<file path="src/rtl/hdmi_fb_reader_if.sv">
// Framebuffer read ports, buffer handover and video outputs of the scan-out block.
// master = scan-out block, slave = BRAM pair / display sink.
interface hdmi_fb_reader_if #(
    parameter int ADDR_WIDTH = 19
);
    logic                  bufSel;
    logic                  RD0;
    logic                  RD1;
    logic                  EN0;
    logic [ADDR_WIDTH-1:0] addrB0;
    logic                  EN1;
    logic [ADDR_WIDTH-1:0] addrB1;
    logic                  activeBuf;
    logic                  frameDone;
    logic                  VDEn;
    logic                  hSync;
    logic                  vSync;
    logic [23:0]           pixel;

    modport master (
        input  bufSel, RD0, RD1,
        output EN0, addrB0, EN1, addrB1, activeBuf, frameDone,
        output VDEn, hSync, vSync, pixel
    );

    modport slave (
        output bufSel, RD0, RD1,
        input  EN0, addrB0, EN1, addrB1, activeBuf, frameDone,
        input  VDEn, hSync, vSync, pixel
    );
endinterface

</file>
<file path="src/rtl/hdmi_fb_reader.sv">
// Raster scan-out of a 1-bit ping-pong framebuffer: video timing, BRAM reads, colour expansion.
// Counter-to-output latency RD_LAT+1 clocks; free-running, no backpressure (the display sets the pace).
module hdmi_fb_reader #(
    parameter int          ADDR_WIDTH = 19,
    parameter int          WIDTH      = 1024,
    parameter int          HEIGHT     = 512,
    parameter int          HFP        = 24,
    parameter int          HS         = 136,
    parameter int          HBP        = 160,
    parameter int          VFP        = 3,
    parameter int          VS         = 6,
    parameter int          VBP        = 29,
    parameter bit          SYNC_POL   = 1'b0,
    parameter int          RD_LAT     = 1,
    parameter logic [23:0] FG_COLOR   = 24'hFFFF00,
    parameter logic [23:0] BG_COLOR   = 24'h000000
) (
    input  logic             clk,
    input  logic             rst,
    hdmi_fb_reader_if.master bus
);
    localparam int H_TOTAL = WIDTH + HFP + HS + HBP;
    localparam int V_TOTAL = HEIGHT + VFP + VS + VBP;
    localparam int HW      = $clog2(H_TOTAL);
    localparam int VW      = $clog2(V_TOTAL);

    typedef struct packed {
        logic act;
        logic hs;
        logic vs;
        logic sel;
    } tap_t;

    logic [HW-1:0]         h_cnt;
    logic [VW-1:0]         v_cnt;
    logic [ADDR_WIDTH-1:0] rd_addr;
    logic                  active_buf;
    logic                  frame_done;
    logic                  active;
    logic                  hs_raw;
    logic                  vs_raw;
    logic                  line_end;
    logic                  frame_end;
    logic                  rd_bit;
    tap_t                  pipe [RD_LAT];
    tap_t                  tail;

    // Compare in 32 bits so sync window edges equal to 2**HW do not wrap.
    always_comb begin
        line_end  = (32'(h_cnt) == H_TOTAL - 1);
        frame_end = line_end && (32'(v_cnt) == V_TOTAL - 1);
        active    = (32'(h_cnt) < WIDTH) && (32'(v_cnt) < HEIGHT);
        hs_raw    = (32'(h_cnt) >= WIDTH + HFP) && (32'(h_cnt) < WIDTH + HFP + HS);
        vs_raw    = (32'(v_cnt) >= HEIGHT + VFP) && (32'(v_cnt) < HEIGHT + VFP + VS);
    end

    always_ff @(posedge clk or negedge rst) begin
        if (!rst) begin
            h_cnt <= '0;
            v_cnt <= '0;
        end else if (line_end) begin
            h_cnt <= '0;
            v_cnt <= frame_end ? '0 : v_cnt + 1'b1;
        end else begin
            h_cnt <= h_cnt + 1'b1;
        end
    end

    always_ff @(posedge clk or negedge rst) begin
        if (!rst) begin
            rd_addr    <= '0;
            active_buf <= 1'b0;
            frame_done <= 1'b0;
        end else begin
            if (frame_end) begin
                rd_addr    <= '0;
                active_buf <= bus.bufSel;
            end else if (active) begin
                rd_addr <= rd_addr + 1'b1;
            end
            frame_done <= (32'(h_cnt) == WIDTH - 1) && (32'(v_cnt) == HEIGHT - 1);
        end
    end

    // Reads stay quiet while held in reset even though the counters sit on an active pixel.
    assign bus.EN0       = rst & active & ~active_buf;
    assign bus.EN1       = rst & active & active_buf;
    assign bus.addrB0    = rd_addr;
    assign bus.addrB1    = rd_addr;
    assign bus.activeBuf = active_buf;
    assign bus.frameDone = frame_done;

    always_ff @(posedge clk or negedge rst) begin
        if (!rst) begin
            for (int i = 0; i < RD_LAT; i++) pipe[i] <= '0;
        end else begin
            pipe[0] <= {active, hs_raw, vs_raw, active_buf};
            for (int i = 1; i < RD_LAT; i++) pipe[i] <= pipe[i-1];
        end
    end

    assign tail   = pipe[RD_LAT-1];
    assign rd_bit = tail.sel ? bus.RD1 : bus.RD0;

    always_ff @(posedge clk or negedge rst) begin
        if (!rst) begin
            bus.VDEn  <= 1'b0;
            bus.pixel <= '0;
            bus.hSync <= ~SYNC_POL;
            bus.vSync <= ~SYNC_POL;
        end else begin
            bus.VDEn  <= tail.act;
            bus.pixel <= tail.act ? (rd_bit ? FG_COLOR : BG_COLOR) : 24'h0;
            bus.hSync <= tail.hs ? SYNC_POL : ~SYNC_POL;
            bus.vSync <= tail.vs ? SYNC_POL : ~SYNC_POL;
        end
    end
endmodule
</file>
<file path="src/flat_wrapper.sv">
// flat-port wrapper written by rule: the top's interface ports become plain ports
module hdmi_fb_reader_flat 
#(
    parameter int          ADDR_WIDTH = 19,
    parameter int          WIDTH      = 1024,
    parameter int          HEIGHT     = 512,
    parameter int          HFP        = 24,
    parameter int          HS         = 136,
    parameter int          HBP        = 160,
    parameter int          VFP        = 3,
    parameter int          VS         = 6,
    parameter int          VBP        = 29,
    parameter bit          SYNC_POL   = 1'b0,
    parameter int          RD_LAT     = 1,
    parameter logic [23:0] FG_COLOR   = 24'hFFFF00,
    parameter logic [23:0] BG_COLOR   = 24'h000000
)
  (clk, rst, bus_bufSel, bus_RD0, bus_RD1, bus_EN0, bus_addrB0, bus_EN1, bus_addrB1, bus_activeBuf, bus_frameDone, bus_VDEn, bus_hSync, bus_vSync, bus_pixel);
  hdmi_fb_reader_if #(.ADDR_WIDTH(ADDR_WIDTH)) bus_i ();
  input  logic clk;
  input  logic rst;
  input wire logic [$bits(bus_i.bufSel)-1:0] bus_bufSel;
  input wire logic [$bits(bus_i.RD0)-1:0] bus_RD0;
  input wire logic [$bits(bus_i.RD1)-1:0] bus_RD1;
  output wire logic [$bits(bus_i.EN0)-1:0] bus_EN0;
  output wire logic [$bits(bus_i.addrB0)-1:0] bus_addrB0;
  output wire logic [$bits(bus_i.EN1)-1:0] bus_EN1;
  output wire logic [$bits(bus_i.addrB1)-1:0] bus_addrB1;
  output wire logic [$bits(bus_i.activeBuf)-1:0] bus_activeBuf;
  output wire logic [$bits(bus_i.frameDone)-1:0] bus_frameDone;
  output wire logic [$bits(bus_i.VDEn)-1:0] bus_VDEn;
  output wire logic [$bits(bus_i.hSync)-1:0] bus_hSync;
  output wire logic [$bits(bus_i.vSync)-1:0] bus_vSync;
  output wire logic [$bits(bus_i.pixel)-1:0] bus_pixel;
  assign bus_i.bufSel = bus_bufSel;
  assign bus_i.RD0 = bus_RD0;
  assign bus_i.RD1 = bus_RD1;
  assign bus_EN0 = bus_i.EN0;
  assign bus_addrB0 = bus_i.addrB0;
  assign bus_EN1 = bus_i.EN1;
  assign bus_addrB1 = bus_i.addrB1;
  assign bus_activeBuf = bus_i.activeBuf;
  assign bus_frameDone = bus_i.frameDone;
  assign bus_VDEn = bus_i.VDEn;
  assign bus_hSync = bus_i.hSync;
  assign bus_vSync = bus_i.vSync;
  assign bus_pixel = bus_i.pixel;
  hdmi_fb_reader #(.ADDR_WIDTH(ADDR_WIDTH), .WIDTH(WIDTH), .HEIGHT(HEIGHT), .HFP(HFP), .HS(HS), .HBP(HBP), .VFP(VFP), .VS(VS), .VBP(VBP), .SYNC_POL(SYNC_POL), .RD_LAT(RD_LAT), .FG_COLOR(FG_COLOR), .BG_COLOR(BG_COLOR)) u_core (.clk(clk), .rst(rst), .bus(bus_i));
endmodule
</file>
<file path="config.mk">
export PLATFORM = sky130hd
export DESIGN_NAME = hdmi_fb_reader_flat
export DESIGN_NICKNAME = d
export VERILOG_FILES = /design/src/rtl/hdmi_fb_reader_if.sv /design/src/rtl/hdmi_fb_reader.sv /design/src/flat_wrapper.sv
export SDC_FILE = /design/constraint.sdc
export NUM_CORES = 1
export LEC_CHECK = 0
export ABC_AREA = 1
export BUFFER_PORTS_ARGS = -buffer_cell sky130_fd_sc_hd__buf_2
export CORE_ASPECT_RATIO = 0.5
export CORE_UTILIZATION = 47
export CTS_BUF_LIST = sky130_fd_sc_hd__clkbuf_4
export DETAILED_ROUTE_END_ITERATION = 16
export PLACE_DENSITY_LB_ADDON = 0.3
export SETUP_SLACK_MARGIN = 0.4
export SYNTH_ARGS = -nofsm -noshare
export SYNTH_HDL_FRONTEND = slang
export SYNTH_SLANG_ARGS = --single-unit
</file>
<file path="constraint.sdc">
create_clock -name clk -period 2.7 [get_ports clk]
set_input_delay 0.54 -clock clk [delete_from_list [all_inputs] [get_ports clk]]
set_output_delay 0.54 -clock clk [all_outputs]
set_load 0.02 [all_outputs]
</file>
== Yosys cells after proc, flatten, opt, wreduce, memory -nomap -nowiden ==
Index checks and enable logic that the tools add are counted.

* Output and inout bits: 69
* Flip-flop bits (word level): 73
* Input port bits: 5

* Magnitude comparators: 6
* Equal/unequal tests: 4
* Reductions and logical operators: 6
* Bitwise logic cells: 4
* Multiplexer cells: 9
* Add/sub/neg operators: 3

{| class="wikitable"
|+ Operators with widths
! operator !! number
|-
| $mux 24 || 2
|-
| $mux 19 || 2
|-
| $lt 11x11->1 const B || 2
|-
| $lt 10x10->1 const B || 2
|-
| $add 19x1->19 const B || 1
|-
| $add 11x1->11 const B || 1
|-
| $eq 11x10->1 const B || 1
|-
| $eq 11x11->1 const B || 1
|-
| $ge 11x11->1 const B || 1
|-
| $mux 11 || 1
|-
| $add 10x1->10 const B || 1
|-
| $eq 10x10->1 const B || 1
|-
| $eq 10x9->1 const B || 1
|-
| $ge 10x10->1 const B || 1
|-
| $mux 10 || 1
|-
| $logic_and 1x1->1 || 5
|-
| $and 1x1->1 || 3
|-
| $mux 1 || 3
|-
| $reduce_bool 2->1 || 1
|-
| $not 1->1 || 1
|}

== Longest topological paths before layout ==
* Depth after elaboration: 4
* Gate-level depth with buffers: 9

== Worst setup path after synthesis ==
Ideal clock, no wire load.

* Path type: register to output
* Start point: reg u_core.v_cnt[9]
* End point: out bus_EN0
* Cell stages (with the launch flop): 4
* Arrival: 1012 ps
* Slack: 1148 ps
* Data required time: 2160 ps
* Path through: dfrtp_1 > nor2_4 > nand2_1 > nor2_1

* Cells in the longest elaborated chain, start to end: 4

{| class="wikitable"
|+ RTL lines
! element !! RTL line !! text
|-
| from (decl) || hdmi_fb_reader.sv:35 || <nowiki>logic [VW-1:0] v_cnt;</nowiki>
|-
| from (signal assigned) || hdmi_fb_reader.sv:63 || <nowiki>v_cnt <= frame_end ? '0 : v_cnt + 1'b1;</nowiki>
|-
| $lt 10x10->1 || hdmi_fb_reader.sv:52 || <nowiki>active = (32'(h_cnt) < WIDTH) && (32'(v_cnt) < HEIGHT);</nowiki>
|-
| $logic_and 1x1->1 || hdmi_fb_reader.sv:52 ||
|-
| named net u_core.active || hdmi_fb_reader.sv:39 || <nowiki>logic active;</nowiki>
|-
| $and 1x1->1 (2 in a row) || hdmi_fb_reader.sv:86 || <nowiki>assign bus.EN0 = rst & active & ~active_buf;</nowiki>
|-
| to (decl) || flat_wrapper.sv:25 || <nowiki>output wire logic [$bits(bus_i.EN0)-1:0] bus_EN0;</nowiki>
|}

The timed path passes the listed nets, and every way through them passes these cells.

== Final worst setup path ==
Same ends and word-level chain as after synthesis.

==> summary.txt <==
Final layout
  • Register area: 1250 um2
  • Post-layout net count: 438
  • Area occupied by multi-input gates: 1280 um2
  • # fillers: 615
  • Final instance area: 3230 um2
  • Layout cell share with drive strength beyond 1: 21.7%
  • Non-filler cells, final: 516
  • Syn-to-layout area delta: 5.95%
  • Antenna cells: 0

CTS
  • Maximum clock insertion buffer count: 2
  • Clk slew on worst S/H paths: 0.14 ns
  • CTS root buf: clkbuf_4
  • Hold buffers post-CTS: 0
  • CTS H-tree depth: 2
  • Worst skew pair latency: 0.36 ns
  • CTS tree: built
  • CTS resizes: 0
  • TritonCTS Buffers: 5
  • Clock Sinks: 50
  • Post-CTS Setup Bufs: 0

Drt
  • WL met1: 2.68 mm
  • Drt pass-1 iters: 4
  • Met2 Routed Length: 2.46 mm
  • Met3 WL: 259 um
  • Vias: 2368
  • Post-route ant nets: 0
  • Via/cell ratio: 4.59
  • DR DRC count: 0
  • Post-Route WL: 5.46 mm
  • Avg WL per Cell: 10.6 um
  • Max layer used: met4
  • DRT iter0 DRCs: 120

Place
  • I/O Buffers: 65
  • Hpwl dp: 4.07 mm
  • Placed cell count: 508
  • GPL Wtd Cong: 0.830
  • Area of placed instances: 3170 um2

Critical path
  • Crit Path Category: reg -> out
  • Max stage delay on crit path: 0.49 ns
  • Slowest library cell on the worst path: dfrtp_1
  • CP Data Required Time: 2.16 ns
  • Worst Path Buf+Inv: 1
  • CP Cell Sequence: nor2_4, nand2_1, nor2_1, buf_2
  • Delay-heaviest family, CP: flip-flops
  • CP Launch Type: flip-flop
  • Worst Setup End Kind: output pin
  • Crit-path max FO: 10
  • Crit path arrival time: 1.51 ns

Global routing
  • Number of global-route vias before repair: 2089
  • First-pass GRT wire length: 9.18 mm
  • GRT Total Usage: 17.2%
  • Initial antenna violation count: 0
  • Grt ovf: 0
  • Largest net degree at the start of global routing: 51

Job
  • Max Cap Viol: 0

Logic synthesis
  • Yosys warnings: 0
  • Synth Flop Type: dfrtp_1
  • Mapped cell area: 3050 um2
  • Syn Area/Cell: 7.75 um2
  • Top-count cell post-synth: nand2_1
  • Async SR Flop Fraction: 100%
  • Yosys reg bits: 50
  • Post-synth EDFFs: 0
  • Commonest cells in the synthesized netlist: nand2_1, nor2_1, inv_1
  • Cell taking the most area after synthesis: dfrtp_1
  • Synth unique cells: 31
  • Yosys top cell area share: 39.4%
  • Top cells by area, synth: dfrtp_1, buf_4, nand2_1, nor2_1, inv_1
  • Post-synthesis sequential area ratio: 41.1%
  • Cells after synthesis: 393

Power
  • Leakage: 1.83 nW
  • PD cells: 355 nW/um2
  • Maximum VDD drop: 0.150 mV
  • Total power: 0.00115 W

Timing
  • Min cycle time layout: 2.05 ns
  • Setup_tns: 0 ns
  • Layout Skew: 0.0118 ns
  • Actual slew at the worst max-slew pin: 0.627 ns
  • Final Hold Vio Count: 0
  • Final setup vio count: 0
  • Tcrit/Tclk final: 76.0%
  • Slew margin rel.: 58.2%
  • WHS: 0.309 ns
  • Unrepaired setup endpoints after global routing: no
  • Slew Limit Fails: 0
  • Max Clk Rate: 0.487 GHz

Floorplan
  • Die X: 116 um
  • Initial Utilization: 49.5%
  • Die footprint: 6830 um2
  • Die height: 58.9 um
  • Core footprint: 6160 um2
  • Row count: 20
  • # IOs: 74

Hold path
  • Hold WC Path Type: in -> async

Run status
  • Status: completed
[per-stage QoR]
| step | utilization [%] | worst slack [ns] |
|---|---|---|
| finish | 52.4 | 0.648 |
| global placement | 51.6 | 0.890 |
| floorplan | - | 1.15 |
| detailed placement | 51.6 | 0.776 |
| global route | 52.4 | 0.520 |
| CTS | 52.4 | 0.638 |
[flip-flops by register name, indices dropped and copies added, names as in the netlist]
register,count
u_core.bus.vSync,1
u_core.h_cnt,11
u_core.bus.hSync,1
u_core.bus.activeBuf,1
u_core.bus.frameDone,1
u_core.pipe,4
u_core.bus.VDEn,1
u_core.bus.addrB0,19
u_core.v_cnt,10
u_core.bus.pixel,1
[worst register-to-register path, stage by stage, from the launching register on]
cell and delay, ns:
dfrtp_1 0.40, ha_1 0.21, nand3_2 0.14, nor3_2 0.57, nand2_1 0.28, nand3_1 0.16
nand2_1 0.06
[final timing paths]
kind	cells after the start	slack (ns)	start	end
max	4	0.65	u_core.v_cnt[9]$_DFFE_PN0N_	bus_EN0
min	2	0.31	rst	u_core.bus.addrB0[14]$_DFFE_PN0P_
max reg2reg	6	0.79	u_core.h_cnt[0]$_DFF_PN0_	u_core.v_cnt[9]$_DFFE_PN0N_
min reg2reg	1	0.37	u_core.pipe[2]$_DFF_PN0_	u_core.bus.hSync$_DFF_PN1_
max in group asynchronous	2	1.96	rst	u_core.h_cnt[10]$_DFF_PN0_
min in group clk	1	0.37	u_core.pipe[2]$_DFF_PN0_	u_core.bus.hSync$_DFF_PN1_
[area by class of cell]
| class | instances | area share (%) |
|---|---|---|
| clock buffer | 6 | 1.40 |
| clock inverter | 2 | 0.271 |
| inverter | 53 | 6.16 |
| multi-input combinational | 251 | 39.6 |
| sequential | 50 | 38.8 |
| tap | 88 | 3.41 |
| timing repair buffer | 66 | 10.3 |
[power breakdown]
| part | switching (W) | leakage, nW | internal, W |
|---|---|---|---|
| clock | 0.000226 | 0.0331 | 0.000109 |
| sequential | 0.00000208 | 0.640 | 0.000750 |
| combinational | 0.0000467 | 1.16 | 0.0000121 |
[cell families after synthesis]
family / share of synthesized area, %
XOR/XNOR: 3.74
flip-flops: 41.1
AO/OA/AOI/OAI: 3.90
other: 0.123
adder cells (fa/ha/maj): 2.46
buffers and inverters: 17.7
AND/OR/NAND/NOR: 30.9
[per-layer routing]
metal	up-vias	global-route usage (%)
met2	64	29.1
met3	7	3.60
met4	0	4.76
li1	1230	-
met5	-	0
met1	1067	22.7
[cells in the final DEF, fill, tap and decap left out, types with 2 or more instances in the layout]
| master | Yosys | routed |
|---|---|---|
| nor2_4 | 4 | 4 |
| nand3_2 | 3 | 3 |
| dfrtp_1 | 48 | 48 |
| nor3_1 | 7 | 7 |
| xor2_1 | 11 | 11 |
| nand2_1 | 83 | 83 |
| conb_1 | 1 | 8 |
| ha_1 | 6 | 6 |
| nor2_2 | 3 | 3 |
| nand3_1 | 30 | 30 |
| or2_2 | 2 | 2 |
| o21ai_0 | 11 | 11 |
| a21oi_1 | 9 | 9 |
| buf_2 | 3 | 65 |
| nor2_1 | 57 | 57 |
| nand4_1 | 6 | 6 |
| xnor2_1 | 2 | 2 |
| clkbuf_4 | 0 | 6 |
| dfstp_2 | 2 | 2 |
| inv_1 | 52 | 52 |
Note: power is estimated with default switching activity, not from simulation.
